==> src/rtl/uart_block_serializer.sv <==
// uart_block_serializer: accepts one BLK_BYTES-wide block over valid/ready and
// streams it to the UART transmitter byte port as header, data bytes MSB-first,
// and (when TX_CSUM_EN is defined) a trailing XOR checksum of the data bytes.
// Optional feature macro: TX_CSUM_EN (checksum byte and csum register).
module uart_block_serializer #(
   parameter int unsigned BLK_BYTES = 16,
   parameter logic [7:0]  HDR_BYTE  = 8'hA5
) (
   input  logic                   clk,
   input  logic                   rst,
   input  logic [8*BLK_BYTES-1:0] blk_data,
   input  logic                   blk_valid,
   output logic                   blk_ready,
   output logic [7:0]             tx_data,
   output logic                   tx_valid,
   input  logic                   tx_require,
   output logic                   busy,
   output logic                   frame_done
);

   localparam int unsigned BLK_W = 8 * BLK_BYTES;
   localparam int unsigned IDX_W = $clog2(BLK_BYTES);
   localparam logic [IDX_W-1:0] LAST_IDX = IDX_W'(BLK_BYTES - 1);

   typedef enum logic [1:0] {
      IDLE = 2'd0,
      HDR  = 2'd1,
`ifdef TX_CSUM_EN
      CSUM = 2'd3,
`endif
      DATA = 2'd2
   } state_t;

   state_t             state_q, state_d;
   logic [BLK_W-1:0]   shreg_q, shreg_d;
   logic [IDX_W-1:0]   byte_idx_q, byte_idx_d;
   logic [7:0]         tx_data_q, tx_data_d;
   logic               tx_valid_q, tx_valid_d;
   logic               blk_ready_q, blk_ready_d;
   logic               busy_q, busy_d;
   logic               frame_done_q, frame_done_d;
`ifdef TX_CSUM_EN
   logic [7:0]         csum_q, csum_d;
`endif
   logic               xfer_c;

   assign xfer_c = tx_valid_q & tx_require;

   // Next-state and next-output decode; all outputs come from registers.
   always_comb begin
      state_d      = state_q;
      shreg_d      = shreg_q;
      byte_idx_d   = byte_idx_q;
      tx_data_d    = tx_data_q;
      tx_valid_d   = tx_valid_q;
      blk_ready_d  = blk_ready_q;
      busy_d       = busy_q;
      frame_done_d = 1'b0;
`ifdef TX_CSUM_EN
      csum_d       = csum_q;
`endif
      case (state_q)
         IDLE: begin
            if (blk_valid && blk_ready_q) begin
               shreg_d     = blk_data;
               tx_data_d   = HDR_BYTE;
               tx_valid_d  = 1'b1;
               byte_idx_d  = '0;
`ifdef TX_CSUM_EN
               csum_d      = 8'h00;
`endif
               blk_ready_d = 1'b0;
               busy_d      = 1'b1;
               state_d     = HDR;
            end
         end
         HDR: begin
            if (xfer_c) begin
               tx_data_d = shreg_q[BLK_W-1 -: 8];
               shreg_d   = {shreg_q[BLK_W-9:0], 8'h00};
               state_d   = DATA;
            end
         end
         DATA: begin
            if (xfer_c) begin
`ifdef TX_CSUM_EN
               csum_d = csum_q ^ tx_data_q;
`endif
               if (byte_idx_q == LAST_IDX) begin
`ifdef TX_CSUM_EN
                  tx_data_d = csum_q ^ tx_data_q;
                  state_d   = CSUM;
`else
                  tx_valid_d   = 1'b0;
                  blk_ready_d  = 1'b1;
                  busy_d       = 1'b0;
                  frame_done_d = 1'b1;
                  state_d      = IDLE;
`endif
               end else begin
                  byte_idx_d = byte_idx_q + IDX_W'(1);
                  tx_data_d  = shreg_q[BLK_W-1 -: 8];
                  shreg_d    = {shreg_q[BLK_W-9:0], 8'h00};
               end
            end
         end
`ifdef TX_CSUM_EN
         CSUM: begin
            if (xfer_c) begin
               tx_valid_d   = 1'b0;
               blk_ready_d  = 1'b1;
               busy_d       = 1'b0;
               frame_done_d = 1'b1;
               state_d      = IDLE;
            end
         end
`endif
         default: begin
            state_d = IDLE;
         end
      endcase
   end

   // State and output registers with asynchronous reset.
   always_ff @(posedge clk or posedge rst) begin
      if (rst) begin
         state_q      <= IDLE;
         shreg_q      <= '0;
         byte_idx_q   <= '0;
         tx_data_q    <= 8'h00;
         tx_valid_q   <= 1'b0;
         blk_ready_q  <= 1'b1;
         busy_q       <= 1'b0;
         frame_done_q <= 1'b0;
`ifdef TX_CSUM_EN
         csum_q       <= 8'h00;
`endif
      end else begin
         state_q      <= state_d;
         shreg_q      <= shreg_d;
         byte_idx_q   <= byte_idx_d;
         tx_data_q    <= tx_data_d;
         tx_valid_q   <= tx_valid_d;
         blk_ready_q  <= blk_ready_d;
         busy_q       <= busy_d;
         frame_done_q <= frame_done_d;
`ifdef TX_CSUM_EN
         csum_q       <= csum_d;
`endif
      end
   end

   assign blk_ready  = blk_ready_q;
   assign tx_data    = tx_data_q;
   assign tx_valid   = tx_valid_q;
   assign busy       = busy_q;
   assign frame_done = frame_done_q;

endmodule

==> config.mk <==
export PLATFORM = sky130hd
export DESIGN_NAME = uart_block_serializer
export DESIGN_NICKNAME = d
export VERILOG_FILES = /design/src/rtl/uart_block_serializer.sv
export SDC_FILE = /design/constraint.sdc
export NUM_CORES = 1
export LEC_CHECK = 0
export ABC_AREA = 1
export CORE_MARGIN = 5
export CORE_UTILIZATION = 57
export CTS_CLUSTER_DIAMETER = 120
export CTS_CLUSTER_SIZE = 40
export DETAILED_ROUTE_END_ITERATION = 16
export GPL_TIMING_DRIVEN = 0
export HOLD_SLACK_MARGIN = 0.02
export PLACE_DENSITY = 0.88
export SLEW_MARGIN = 20
export SYNTH_ARGS = -nofsm -noshare
export SYNTH_HDL_FRONTEND = slang
export SYNTH_SLANG_ARGS = --single-unit
==> constraint.sdc <==
create_clock -name clk -period 13.6 [get_ports clk]
set_clock_uncertainty 0.15 [all_clocks]
set_input_delay 1.36 -clock clk [delete_from_list [all_inputs] [get_ports clk]]
set_output_delay 1.36 -clock clk [all_outputs]
set_load 0.05 [all_outputs]
# == Yosys cells after proc, flatten, opt, wreduce, memory -nomap -nowiden ==
# Index checks and enable logic that the tools add are counted.
# classes
eq_ne,8
n_addsub,1
bitwise,1
reduce_logical,8
n_mux,30
# op_table
cell,count
$mux 128,4
$pmux 128 s3,1
$mux 8,4
$pmux 8 s3,1
$mux 4,3
$reduce_and 4->1,3
$ne 2x2->1 const B,5
$mux 1,9
$mux 2,4
$pmux 4 s2,1
$pmux 2 s3,1
$reduce_and 5->1,1
$add 4x1->4 const B,1
$eq 4x4->1 const B,1
$pmux 1 s2,2
$reduce_bool 3->1,1
$eq 2x1->1 const B,1
$eq 2x2->1 const B,1
$logic_not 2->1,1
$reduce_bool 2->1,1
$and 1x1->1,1
$logic_and 1x1->1,1
# totals
output_inout_bits,12
input_bits,132
ff_bits,145
wordCells,55

# == Depth between registers and ports, before layout ==
# logic_depth
word_depth,4
depth_mapped,10
mapped_depth_nobuf,9

# == Worst setup path before layout ==
# OpenSTA, ideal clock, no wires.
# synth_path
path_kind,input -> register
startpoint,input port tx_require
endpoint,register shreg_q[33]
setup_slack_ns,11.126
required_ns,13.333
arrival_ns,2.208
path_stages,8
n_path_buf,2
setup_time_ns,0.117
path_cell_list,nand2_1 -> and2_4 -> nor2_8 -> nand2_4 -> buf_4 -> buf_4 -> nand2_1 -> nand2_1
# synth_via
elab_chain_len,3
elab_cells_between_ends,4
cone_classes,2 x eq/ne; 1 x bitwise; 1 x reduce/logical
# synth_lines
element,line,text
"start, declared",16,"input logic tx_require,"
$and 1x1->1 (*),47,assign xfer_c = tx_valid_q & tx_require;
$ne 2x2->1 (no source line),-,
$reduce_and 5->1 (no source line) (*),-,
"end signal, assigned",140,shreg_q <= shreg_d;
"end, declared",35,"logic [BLK_W-1:0] shreg_q, shreg_d;"
# Every way passes the cells marked *; elsewhere a longest branch is shown, timed or not.
# A chain may end at the register's enable or synchronous reset.

# == Worst setup path in the final report ==
# layout_path
startpoint,register blk_ready_q (netlist: blk_ready)
endpoint,output port blk_ready
# layout_lines
element,line,text
"start, declared",39,"logic blk_ready_q, blk_ready_d;"
"start signal, assigned",144,blk_ready_q <= blk_ready_d;
"end, declared",13,"output logic blk_ready,"
# No word-level cell between the ends.

==> impl_metrics.json <==
{
  "yosysUniqueCellTypes": 24,
  "clk_pin_slew_ns": 0.06,
  "cts_max_path_buffers": 2,
  "hold_class": "reg2reg",
  "cts_num_sinks": 145,
  "timing_hold_violations_final": 0,
  "outcome": "complete, no violations",
  "viasPerCell": 5.296,
  "cpMaxStageDelayCell": "clkdlybuf4s50_1",
  "syn-num-nets": 1217,
  "synth.avg_cell_area_um2": 7.213,
  "rows": 42,
  "clk_latency_ns": 0.43,
  "fin_area_um2": 10130,
  "fin_crit_sh_pct": 24.04,
  "antenna_found_initial": 3,
  "tns_ns": 0,
  "grt_setup_unrepaired": "false",
  "die_h_um": 126.9,
  "synth_top_cell_area_share_pct": 46.26,
  "synth_common_cells": "nand2_1 (429), dfrtp_1 (144), inv_1 (142)",
  "synth_edf_count": 0,
  "dp_hpwl_mm": 14.23,
  "cts_tree": "built",
  "cts_max_level": 4,
  "io_pins": 144,
  "p_leak_uw": 0.005403,
  "finalCriticalPeriod_ns": 3.269,
  "synthesis.area_um2": 7790,
  "dpl_cell_area_um2": 9477,
  "worst_slew_pin_slew_ns": 0.5074,
  "max_stage_delay_ns": 0.79,
  "wl_per_cell_um": 14.62,
  "synthCells": 1080,
  "worstPathRequired_ns": 12.09,
  "report.power.total_uw": 1016,
  "cp-end-kind": "primary output",
  "critPathTopFamily": "buffers and inverters",
  "cts_root_buf": "clkbuf_16",
  "grt-ovfl-total": 0,
  "synth.ff_latch_count": 145,
  "core_area_um2": 13350,
  "num_antenna_cells": 0,
  "wirelength_mm": 20.93,
  "setup_viol": 0,
  "synth.most_common_cell": "nand2_1",
  "fillers": 1001,
  "ant_nets": 0,
  "yosys-top-cells-area": "dfrtp_1 (46%), nand2_1 (21%), o21ai_0 (8.0%)",
  "multi_input_area_um2": 3222,
  "final_nets": 1380,
  "grt_pass1_wl_mm": 33.98,
  "post_cts_buffers": 0,
  "powerDensity_nw_per_um2": 100.4,
  "yosysTopAreaCell": "dfrtp_1",
  "portBuffers": 143,
  "drt_iter0_drc": 727,
  "cts_buffers": 17,
  "slew_viol_final": 0,
  "postCtsHoldBufs": 0,
  "grt_pass1_vias": 7275,
  "worstPathMaxFanout": 3,
  "grt_max_degree": 76,
  "yosys_warnings": 0,
  "globalplace.congestion": 0.8253,
  "vias": 7584,
  "path_cells": "clkdlybuf4s50_1",
  "final-seq-area_um2": 3630,
  "dieArea_um2": 16100,
  "fmax_ghz": 0.3059,
  "grt_usage_pct": 26.07,
  "maxCapViolCount": 0,
  "async_flop_share_pct": 100.0,
  "start_util_pct": 58.36,
  "arrival_ns": 1.76,
  "die_w_um": 126.9,
  "synth-main-ff-cell": "dfrtp_1",
  "ys_seq_area_share_pct": 46.59,
  "worst-path-buf-inv": 1,
  "drive_gt1_share_pct": 9.156,
  "relSlewSlack_pct": 66.07,
  "firstDrtPassIters": 6,
  "vdd_drop_max_mv": 0.09693,
  "start_kind": "flop",
  "fin_hold_ws_ns": 0.3159,
  "area_growth_pct": 30.00,
  "drc": 0,
  "crit_type": "reg2out",
  "ctsResizeCount": 0
}
[where the power goes]
part | switching [uW] | leakage (uW) | internal (uW) | total [uW]
sequential | 0 | 0.00202 | 431 | 431
clock | 190 | 0.000304 | 329 | 519
combinational | 26.1 | 0.00308 | 39.7 | 65.8
total | 216 | 0.00540 | 801 | 1020
[worst paths after layout]
check                                       start                       end  slack (ns)  depth (start not counted)
setup / recovery            blk_ready$_DFFE_PP1P_                 blk_ready       10.33                          1
hold / removal              blk_ready$_DFFE_PP1P_     blk_ready$_DFFE_PP1P_        0.32                          2
setup reg to reg           state_q[0]$_DFFE_PP0P_  shreg_q[118]$_DFFE_PP0P_       11.16                          9
hold reg to reg             blk_ready$_DFFE_PP1P_     blk_ready$_DFFE_PP1P_        0.32                          2
max in group asynchronous                     rst     blk_ready$_DFFE_PP1P_       11.32                          3
min in group asynchronous                     rst   shreg_q[37]$_DFFE_PP0P_        1.23                          2
[sequential cells by signal (all words and copies together) (netlist names)]
signal / cells
shreg_q: 128
tx_data: 8
byte_idx_q: 4
state_q: 2
blk_ready: 1
busy: 1
frame_done: 1
[cells in the final DEF (no fill, tap or decap), types with 3 or more instances in the layout]
master           synthesis  final
inv_1                  142    141
nand3_2                 20     20
nand3_1                121    121
clkbuf_1                21     21
clkinv_2                 0      3
clkinvlp_4               0      5
clkdlybuf4s50_1          0    143
o21ai_0                124    124
buf_6                    6      6
nand2_1                429    429
ha_1                     5      5
buf_4                    9      9
clkbuf_16                0     17
bufinv_16                0      5
buf_2                   36     36
dfrtp_1                144    144
nor2_1                  11     11
[layout make-up]
type / count / share of cell area (%)
flip-flops and latches: 145 / 35.84
multi-input cells: 719 / 31.81
repair buffers: 144 / 14.41
inverters: 143 / 5.374
clock buffers: 18 / 4.337
plain buffers: 73 / 3.966
well taps: 176 / 2.174
clock inverters: 14 / 2.088
[metrics by stage]
stage               setup slack (ns)  std cells  utilization, %
floorplan                      8.197       1080               -
global placement               6.309       1399           70.73
detailed placement             10.45       1400           71.00
CTS                            10.32       1432           75.87
global route                   10.30       1432           75.87
finish                         10.33       1432           75.87
[routing by layer]
metal	vias up	share of wire (%)	track usage (%)
li1	3654	-	-
met1	3526	40	32.74
met2	333	49	43.65
met3	65	7.3	5.591
met4	6	3.1	11.23
met5	-	0.17	0
[cell families after synthesis]
logic type | share of synthesized area (%)
buf+inv | 12.05
compound gates | 8.031
fa+ha+maj | 0.8031
simple gates | 32.53
flops | 46.60
No activity file was read; power rests on OpenSTA's default activity.
==> patch, RTL diff (same settings) <==
Make the reset (`rst`) synchronous in one clocked block. Comments in the files are not updated.
--- a/src/rtl/uart_block_serializer.sv
+++ b/src/rtl/uart_block_serializer.sv
@@ -124,3 +124,3 @@
    // State and output registers with asynchronous reset.
-   always_ff @(posedge clk or posedge rst) begin
+   always_ff @(posedge clk) begin
       if (rst) begin
Check against the original RTL: differs if rst is asserted again (counterexample within 4 cycles, from zero or initial values and one cycle with rst high); with rst held inactive, the same outputs for 4 cycles.
==> patch against the original RTL <==
  * Global-route usage is 0.59 points lower
  * Register-to-register slack gained 0.26 ns
  * Count of clock-buffer cells in the layout rose by 4
  * Area after synthesis fell by 11%
  * Wire length is 13% lower
  * Final area down 8.5%
  * Setup slack better by 0.056 ns
  * Sequential cell count did not move
  * Highest routed layer is now met4
Power is left out: it rests on default switching activity, and per cell area and clock period it moved more than threefold.
==> patch: results (changes against the original RTL) <==
* CP Max Fanout at 4 (was 3)
* Outcome: finished clean (unchanged)
* Post-synthesis mux area share at 17.4% (was 0%)
* Routed length on met3 at 1150 µm (was 1520 µm)
* Xor/xnor share of the synthesized area at 0.127% (was 0%)
* Global placement routability congestion at 0.891 (was 0.825)
* Synth Area in Compound Gates at 0.434% (was 8.03%)
* Post-Synthesis Cells at 962 (was 1080)
* Met2 usage at 43.3% (was 43.6%)
* Adder-cell share of the synthesized area at 0.905% (was 0.803%)
* Via-per-instance ratio at 5.14 (was 5.30)
* Final Non-Filler Cells at 1284 (was 1432)
* WL/cell at 14.2 µm (was 14.6 µm)
* First-pass GRT wire length at 29800 µm (was 34000 µm)
* Iteration-0 DRC Markers at 392 (was 727)
* Commonest cells post-synth: nand2_1, nor2_1, dfxtp_1 (was nand2_1, dfrtp_1, inv_1)
* Instance area at placement at 8530 µm² (was 9480 µm²)
* WL met2 at 8900 µm (was 10300 µm)
* Sequential element share of the synthesized area at 42.0% (was 46.6%)
* M1 WL at 7610 µm (was 8410 µm)
* Syn nets at 1099 (was 1217)
* Met3 Use GR at 6.22% (was 5.59%)
* Pre-antenna DRT Iters at 5 (was 6)
* Vias in the first global route at 6554 (was 7275)
* Grt met1 use at 30.0% (was 32.7%)
* GRT Total Usage at 25.5% (was 26.1%)
* Largest net degree at the start of global routing at 17 (was 76)
## patch: cell count changes in the layout (fill, tap and decap cells not counted), moves of 19 or more
cell,change
inv_1,-129
nand3_1,-116
o21ai_0,-124
nor2_1,+278
mux2i_1,+120
dfxtp_1,+145
nand2_1,-116
nand3_2,-19
dfrtp_1,-144
## patch: area by class of cell
cell class                 count  share of cell area (%)
inverter                      13                   0.527
clock inverter                10                    2.70
multi-input combinational    744                    39.1
clock buffer                  22                    5.23
tap                          147                    1.99
buffer                        60                    3.65
timing repair buffer         143                    15.4
sequential                   145                    31.3
## patch: worst paths after layout
path	start	slack, ns	to
max	busy	10.39	tx_valid
min	shreg_q[38]	0.33	shreg_q[38]
max reg2reg	state_q[0]	11.42	shreg_q[42]
min reg2reg	shreg_q[38]	0.33	shreg_q[38]
## patch: per-stage QoR
stage,hold slack [ns],util [%]
floorplan,0.305,-
global placement,0.311,71.3
detailed placement,0.323,71.3
CTS,0.334,77.5
global route,0.351,77.5
finish,0.332,77.5
